$ cat src/rtl/id_exe_stage_pkg.sv
// id_exe_stage_pkg: forwarding selects, ALU opcodes and control bundle shared by the ID/EXE stage.
package id_exe_stage_pkg;
   typedef enum logic [1:0] {
      FORW_SEL_NONE     = 2'b00,
      FORW_SEL_FROM_EXE = 2'b01,
      FORW_SEL_FROM_MEM = 2'b10
   } fwd_sel_e;
   typedef enum logic [3:0] {
      EXE_CMD_NOP = 4'b0000,
      EXE_CMD_MOV = 4'b0001,
      EXE_CMD_ADD = 4'b0010,
      EXE_CMD_ADC = 4'b0011,
      EXE_CMD_SUB = 4'b0100,
      EXE_CMD_SBC = 4'b0101,
      EXE_CMD_AND = 4'b0110,
      EXE_CMD_ORR = 4'b0111,
      EXE_CMD_EOR = 4'b1000,
      EXE_CMD_MVN = 4'b1001
   } exe_cmd_e;
   typedef struct packed {
      logic wb_en;
      logic mem_r_en;
      logic mem_w_en;
      logic s_update;
      logic branch;
   } ctrl_t;
endpackage

$ cat src/rtl/fwd_operand_mux.sv
// fwd_operand_mux: picks the ALU operand from the register file value or a forwarded producer.
module fwd_operand_mux import id_exe_stage_pkg::*; #(
   parameter int DW = 32
) (
   input  logic [1:0]    sel,
   input  logic [DW-1:0] reg_val,
   input  logic [DW-1:0] mem_alu_res,
   input  logic [DW-1:0] wb_value,
   output logic [DW-1:0] operand
);
   always_comb operand = (sel == FORW_SEL_FROM_EXE) ? mem_alu_res :
                         (sel == FORW_SEL_FROM_MEM) ? wb_value : reg_val;
endmodule

$ cat src/rtl/id_exe_stage.sv
// id_exe_stage: ID/EXE pipeline register with operand forwarding, load-use stall and bubble counter.
module id_exe_stage import id_exe_stage_pkg::*; #(
   parameter int DW    = 32,
   parameter int CNT_W = 16
) (
   input  logic             clk,
   input  logic             rst,
   input  logic             hold,
   input  logic             flush,
   input  logic             id_valid,
   input  logic             id_wb_en,
   input  logic             id_mem_r_en,
   input  logic             id_mem_w_en,
   input  logic             id_s_update,
   input  logic             id_branch,
   input  logic [3:0]       id_exe_cmd,
   input  logic [3:0]       id_dst,
   input  logic [3:0]       id_src1,
   input  logic [3:0]       id_src2,
   input  logic [DW-1:0]    id_val_rn,
   input  logic [DW-1:0]    id_val_rm,
   input  logic [DW-1:0]    id_pc,
   input  logic [11:0]      id_shift_op,
   input  logic             id_imm,
   input  logic [23:0]      id_simm24,
   input  logic [1:0]       id_sel_src1,
   input  logic [1:0]       id_sel_src2,
   input  logic [DW-1:0]    mem_alu_res,
   input  logic [DW-1:0]    wb_value,
   output logic             exe_valid,
   output logic             exe_wb_en,
   output logic             exe_mem_r_en,
   output logic             exe_mem_w_en,
   output logic             exe_s_update,
   output logic             exe_branch,
   output logic [3:0]       exe_exe_cmd,
   output logic [3:0]       exe_dst,
   output logic [3:0]       exe_src1,
   output logic [3:0]       exe_src2,
   output logic [DW-1:0]    exe_val_rn,
   output logic [DW-1:0]    exe_val_rm,
   output logic [DW-1:0]    exe_pc,
   output logic [11:0]      exe_shift_op,
   output logic             exe_imm,
   output logic [23:0]      exe_simm24,
   output logic [1:0]       exe_sel_src1,
   output logic [1:0]       exe_sel_src2,
   output logic [DW-1:0]    exe_op1,
   output logic [DW-1:0]    exe_op2,
   output logic             load_use_stall,
   output logic [CNT_W-1:0] bubble_cnt
);
   logic             valid_q, imm_q, bubble;
   ctrl_t            ctrl_q, ctrl_d;
   logic [3:0]       cmd_q, dst_q, src1_q, src2_q;
   logic [DW-1:0]    rn_q, rm_q, pc_q;
   logic [11:0]      shift_op_q;
   logic [23:0]      simm24_q;
   logic [1:0]       sel1_q, sel2_q;
   logic [CNT_W-1:0] cnt_q, cnt_d;
   // A load in EXE has no result yet, so a dependent ID instruction must wait one cycle.
   assign load_use_stall = valid_q & ctrl_q.mem_r_en & ctrl_q.wb_en
                         & (dst_q == id_src1 | dst_q == id_src2) & id_valid & ~flush;
   assign bubble = flush | (load_use_stall & ~hold);
   assign ctrl_d = id_valid ? ctrl_t'{id_wb_en, id_mem_r_en, id_mem_w_en, id_s_update, id_branch} : '0;
   assign cnt_d  = &cnt_q ? cnt_q : cnt_q + CNT_W'(1);
   always_ff @(posedge clk or negedge rst) begin
      if (!rst) begin
         valid_q    <= 1'b0;
         ctrl_q     <= '0;
         cmd_q      <= '0;
         dst_q      <= '0;
         src1_q     <= '0;
         src2_q     <= '0;
         rn_q       <= '0;
         rm_q       <= '0;
         pc_q       <= '0;
         shift_op_q <= '0;
         imm_q      <= 1'b0;
         simm24_q   <= '0;
         sel1_q     <= '0;
         sel2_q     <= '0;
         cnt_q      <= '0;
      end else if (bubble) begin
         valid_q <= 1'b0;
         ctrl_q  <= '0;
         cnt_q   <= cnt_d;
      end else if (!hold) begin
         valid_q    <= id_valid;
         ctrl_q     <= ctrl_d;
         cmd_q      <= id_exe_cmd;
         dst_q      <= id_dst;
         src1_q     <= id_src1;
         src2_q     <= id_src2;
         rn_q       <= id_val_rn;
         rm_q       <= id_val_rm;
         pc_q       <= id_pc;
         shift_op_q <= id_shift_op;
         imm_q      <= id_imm;
         simm24_q   <= id_simm24;
         sel1_q     <= id_sel_src1;
         sel2_q     <= id_sel_src2;
      end
   end
   assign exe_valid    = valid_q;
   assign exe_wb_en    = ctrl_q.wb_en;
   assign exe_mem_r_en = ctrl_q.mem_r_en;
   assign exe_mem_w_en = ctrl_q.mem_w_en;
   assign exe_s_update = ctrl_q.s_update;
   assign exe_branch   = ctrl_q.branch;
   assign exe_exe_cmd  = cmd_q;
   assign exe_dst      = dst_q;
   assign exe_src1     = src1_q;
   assign exe_src2     = src2_q;
   assign exe_val_rn   = rn_q;
   assign exe_val_rm   = rm_q;
   assign exe_pc       = pc_q;
   assign exe_shift_op = shift_op_q;
   assign exe_imm      = imm_q;
   assign exe_simm24   = simm24_q;
   assign exe_sel_src1 = sel1_q;
   assign exe_sel_src2 = sel2_q;
   assign bubble_cnt   = cnt_q;
   fwd_operand_mux #(.DW(DW)) u_mux1 (
      .sel(sel1_q), .reg_val(rn_q), .mem_alu_res(mem_alu_res), .wb_value(wb_value), .operand(exe_op1)
   );
   fwd_operand_mux #(.DW(DW)) u_mux2 (
      .sel(sel2_q), .reg_val(rm_q), .mem_alu_res(mem_alu_res), .wb_value(wb_value), .operand(exe_op2)
   );
endmodule
$ cat config.mk
export PLATFORM = sky130hd
export DESIGN_NAME = id_exe_stage
export DESIGN_NICKNAME = d
export VERILOG_FILES = /design/src/rtl/id_exe_stage_pkg.sv /design/src/rtl/fwd_operand_mux.sv /design/src/rtl/id_exe_stage.sv
export SDC_FILE = /design/constraint.sdc
export NUM_CORES = 1
export LEC_CHECK = 0
export ABC_AREA = 1
export CELL_PAD_IN_SITES_DETAIL_PLACEMENT = 1
export CELL_PAD_IN_SITES_GLOBAL_PLACEMENT = 1
export CORE_MARGIN = 2
export CORE_UTILIZATION = 25
export DETAILED_ROUTE_END_ITERATION = 8
export GPL_ROUTABILITY_DRIVEN = 0
export PLACE_DENSITY_LB_ADDON = 0.1
export SLEW_MARGIN = 25
export SYNTH_ARGS = -nofsm -noshare
export SYNTH_HDL_FRONTEND = slang
export SYNTH_SLANG_ARGS = --single-unit
export TNS_END_PERCENT = 20
$ cat constraint.sdc
create_clock -name clk -period 1.5 [get_ports clk]
set_input_delay 0.15 -clock clk [delete_from_list [all_inputs] [get_ports clk]]
set_output_delay 0.15 -clock clk [all_outputs]
set_load 0.05 [all_outputs]
* After elaboration in Yosys (flattened, before gate mapping)
Index checks and enable logic that the tools add are counted.
** Cells by class
- Reduce and logical (&&, ||, !) cells :: 3
- Bitwise operators :: 12
- $add $sub $neg :: 1
- Mux-type cells :: 9
- Equal/unequal tests :: 7
** Operator list (count)
- $mux 32 :: 4
- $add 16x1->16 const B :: 1
- $reduce_and 16->1 :: 1
- $mux 5 :: 3
- $eq 4x4->1 :: 2
- $and 1x1->1 :: 6
- $eq 2x1->1 const B :: 2
- $eq 2x2->1 const B :: 2
- $not 1->1 :: 4
- $reduce_and 2->1 :: 2
- $mux 1 :: 2
- $ne 2x1->1 const B :: 1
- $or 1x1->1 :: 2
** Word-level totals
- Logic and storage cells :: 51
- Register bits :: 175
- Bits of input ports :: 227
- Output and inout port bits :: 240

* Longest topological paths before layout
- Depth after elaboration :: 9
- Depth in mapped cells :: 12
- Mapped depth without buffers :: 11

* Cells and area by module
From an unflattened synthesis, not the netlist that was laid out.
** Second synthesis, totals
- Cell total of the unflattened synthesis :: 1343
- Area, all modules :: 9582.9 um2
** Modules (own cells, without submodules)
- id_exe_stage :: area each 7438.4 um2, times used 1, sequential area each 4379.2 um2, cells an instance 853
- fwd_operand_mux :: area each 1072.3 um2, times used 2, sequential area each 0.0 um2, cells an instance 245

* Least setup slack after synthesis
OpenSTA, ideal clock, no wires.
- Kind :: register to output
- From :: reg sel1_q[0], in the netlist exe_sel_src1[0]
- To :: out exe_op1[0]
- Data arrival time :: 2.259 ns
- Data required time :: 1.350 ns
- Path buffers :: 1
- Slack :: -0.909 ns
- Stages on the path, launching flop included :: 4
- Path through :: dfrtp_1 -> nand2_1 -> clkbuf_1 -> o21ai_0
** Between the ends
- Longest elaborated chain between the ends :: 3
- Elaborated cells between the ends (all ways) :: 4
- Those cells by class :: 2 x eq/ne; 2 x mux
** RTL lines
- from (decl) :: line id_exe_stage.sv:59 : logic [1:0] sel1_q, sel2_q;
- from (signal assigned) :: line id_exe_stage.sv:101 : sel1_q <= id_sel_src1;
- $eq 2x2->1 :: line fwd_operand_mux.sv:12 : (sel == FORW_SEL_FROM_MEM) ? wb_value : reg_val;
- $mux 32 :: line fwd_operand_mux.sv:12
- $mux 32 (*) :: line fwd_operand_mux.sv:11 : always_comb operand = (sel == FORW_SEL_FROM_EXE) ? mem_alu_res :
- to (decl) :: line id_exe_stage.sv:48 : output logic [DW-1:0] exe_op1,
Mark *: on every way between the ends. The rest lies on a longest branch, timed or not.

* Worst setup path in the final report
- From :: reg sel2_q[1], in the netlist exe_sel_src2[1]
- To :: out exe_op2[21]
** Between the ends
- Longest elaborated chain between the ends :: 3
- Elaborated cells between the ends (all ways) :: 4
- Those cells by class :: 2 x eq/ne; 2 x mux
** RTL lines
- from (decl) :: line id_exe_stage.sv:59
- from (signal assigned) :: line id_exe_stage.sv:102 : sel2_q <= id_sel_src2;
- $eq 2x2->1 :: line fwd_operand_mux.sv:12
- $mux 32 :: line fwd_operand_mux.sv:12
- $mux 32 (*) :: line fwd_operand_mux.sv:11
- to (decl) :: line id_exe_stage.sv:49 : output logic [DW-1:0] exe_op2,
Marked as above.

==> impl_results.md <==
* Starting Density at 25.5%
* Number of clock sinks at 175
* Max transition margin at 68.5%
* DR DRC count at 0
* Wire length of the first global-routing pass at 62300 µm
* Failing checks: negative setup slack
* Commonest non-fill, non-tap cell in the layout: nand2_1
* FF-to-FF End: exe_shift_op[5]
* Worst-path clk slew at approximately 70 ps
* Least-Margin Pin Slew at 473 ps
* Period Utilization, post-route at 138%
* Die ar. at between 0.03 and 0.04 mm²
* Top-level port count at around 470
* GRT overflow at 0
* Largest net degree at the start of global routing at 65
* Outcome: finished, violations left
* Synth warnings at 0
* Avg Cell Area, Syn at ~7.7 µm²
* Final worst slack at -575 ps
* Peak VDD IR at about 0.70 mV
* Number of H-tree levels at 4
* Slowest stage cell, crit path: dfrtp_2
* Fin nets at 1937
* Setup violators final at 236
* Worst hold path type: in2async
* Critical Path RT at ~1400 ps
* Mapped Nets at between 1000 and 1500
* Pwr per Cell Area at roughly 1300 mW/mm²
* Fmax at 482 MHz
* Routed WL at 42100 µm
* CP startpoint kind: flop
* Max Cap Violations at 0
* Final Hold Vio Count at 0
* Critical Path AT at 1930 ps
* Mapped Cells at approximately 1100
* Area grow syn2layout at 92.1%
* Mapped cell area at 0.00883 mm²
* Top_reg_cell synth: dfrtp_1
* Initial DRC count at 366
* Reg2Reg Depth at 13
* Ys async rst share at between 90% and 100%
* Via-to-Cell Ratio at between 4 and 5
* Gr usage total at between 20 and 25%
* EDFF count, synth at 0
* Row count at 68
* Clock latency on the worst-skew pair at between 400 and 500 ps
* Fraction of layout cells with a size suffix above 1 at 30.6%
* Worst path top cell family by delay: buffers and inverters
* Synthesis-stage register bit count at 175
* Port Buffers at 466
* Post-Route Skew at about 13 ps
* Core Area at 0.0346 mm²
* Drt wl/cell at 19.3 µm
* CP startpoint: exe_sel_src2[1]
* Distinct cell type count after synthesis at 26
* Unrepaired setup endpoints after global routing: yes
* Tmin final at a little over 2000 ps
* Setup crit end: exe_op2[21]
* Most frequent cells in the layout: 284 x nand2_1, 242 x buf_4, 231 x inv_1, 225 x clkdlybuf4s50_1, 170 x dfrtp_1
* Detailed placement HPWL at just over 30000 µm
* P_leak at approximately 8.4 nW
* Chip height at 192 µm
* Pre-antenna DRT Iters at 5
* Most frequent CP cell: buf_12
* Die Width at 192 µm
* Antenna-violating nets left at 0
* CP cell instances: inv_4 -> nor2_4 -> buf_12 -> buf_8 -> buf_16 -> o211ai_1 -> o21ai_4 -> buf_12
* Number of global-route vias before repair at 10400
* Crit path max fanout at 7
* Critical path depth at 8
* Crit path buf inv count at 5
* TritonCTS buffer count at 17
* Sequential fraction of the synthesis area at 49.6%
* Setup crit end kind: output pin
* Max-slew violation count at 0
* Clock Tree Root: clkbuf_16
* Tot Pwr at 21.5 mW
* Total number of vias at 9839
* Crit Path Class: reg2out
* Max incr delay on CP at 430 ps
* Reg2Reg Launch Point: exe_dst[1]
* Antenna violations before repair at 6
* CTS tree: built
* R2R setup slack at -340 ps
* TNS Setup at -72770 ps
* CTS max path bufs at 2
-- Yosys cell counts (2+ instances only) --
| library cell | n | share of area (%) |
|---|---|---|
| buf_2 | 2 | 0.11 |
| buf_4 | 8 | 0.68 |
| buf_6 | 17 | 2.2 |
| clkbuf_1 | 32 | 1.4 |
| dfrtp_1 | 175 | 50 |
| inv_1 | 235 | 10 |
| inv_2 | 3 | 0.13 |
| nand2_1 | 316 | 13 |
| nand3_1 | 21 | 1.2 |
| nand3b_1 | 6 | 0.51 |
| nand4_1 | 2 | 0.14 |
| nor2_1 | 23 | 0.98 |
| o211ai_1 | 64 | 5.4 |
| o21ai_0 | 139 | 7.9 |
| o21ai_1 | 84 | 4.8 |
| xnor2_1 | 2 | 0.20 |
| xor2_1 | 4 | 0.40 |
-- repair_timing --
action | in CTS | in global routing
hold endpoints to repair | 37 | 0
gates cloned | 12 | 3
hold buffers | 1 | 0
gates resized for setup | 118 | 84
endpoints found under the setup margin | 235 | 241
buffers inserted | 19 | 1
pin swaps | 17 | 9
-- per-stage QoR --
step / setup slack, ps / hold slack (ps) / cells / util (%) / instance area (µm²)
2_1_floorplan: -720 / -146 / 1142 / - / 9030
3_3_place_gp: -397 / 152 / 2112 / 44.2 / 15300
3_5_place_dp: -449 / 150 / 2112 / 44.2 / 15300
4_1_cts: -601 / 226 / 2175 / 48.2 / 16700
5_1_grt: -636 / 250 / 2180 / 49.0 / 17000
6_report: -575 / 235 / 2181 / 49.0 / 17000
-- layer usage --
metal	vias to the layer above	global-route usage, %	wire length [µm]
li1	4718	-	-
met1	4740	26.0	16800
met2	325	40.7	21600
met3	52	5.65	2750
met4	4	6.78	957
met5	-	0	27
-- worst min-delay path by stage --
stage | slack, ps | cells after the start | end | from
2_1_floorplan | -150 | 0 | bubble_cnt[0] | rst
3_3_place_gp | 150 | 1 | exe_val_rm[26] | rst
3_5_place_dp | 150 | 1 | exe_val_rm[26] | rst
4_1_cts | 230 | 3 | exe_shift_op[8] | id_shift_op[8]
5_1_grt | 250 | 3 | exe_pc[25] | id_pc[25]
6_report | 230 | 2 | exe_val_rm[26] | rst
-- power breakdown --
group          internal [mW]  leakage, nW  switching, mW
Sequential              5.30         2.18          0.512
Combinational           4.48         5.95           6.30
Clock                   2.69        0.303           2.17
-- registers in the layout, indices dropped and copies added (netlist names) --
| signal | flops |
|---|---|
| exe_mem_w_en | 1 |
| exe_src1 | 4 |
| exe_valid | 1 |
| exe_imm | 1 |
| exe_branch | 1 |
| exe_val_rn | 32 |
| exe_exe_cmd | 4 |
| exe_src2 | 4 |
| exe_wb_en | 1 |
| exe_s_update | 1 |
| exe_val_rm | 32 |
| exe_sel_src2 | 2 |
| bubble_cnt | 16 |
| exe_sel_src1 | 2 |
| exe_pc | 32 |
| exe_mem_r_en | 1 |
| exe_shift_op | 12 |
| exe_dst | 4 |
| exe_simm24 | 24 |
-- worst register-to-register path, stage by stage (launching register included) --
cell and delay, ps:
dfrtp_2 410, inv_1 70, nand2_1 60, nand2_1 50
nor2_1 130, nand2_1 90, nand2_2 110, nand2_4 60
buf_6 120, nand3_4 100, buf_12 210, buf_12 220
nand2_1 70, o21ai_1 80
-- cell families after synthesis --
group,count (synthesis),synth area share (%)
AO/OA/AOI/OAI,287,18.1
XOR/XNOR,6,0.595
adder cells (fa/ha/maj),1,0.142
buffers and inverters,299,14.6
flip-flops,175,49.6
AND/OR/NAND/NOR,374,17.0
-- final cells by class --
class / count / area [µm²]
repair buffers: 609 / 6870
inverters: 238 / 898
diodes: 4 / 10.0
clock inverters: 15 / 199
fillers: 3971 / 17700
well taps: 455 / 569
clock buffers: 17 / 425
flip-flops and latches: 175 / 4390
multi-input cells: 668 / 3610
No activity file was read; power rests on OpenSTA's default activity.
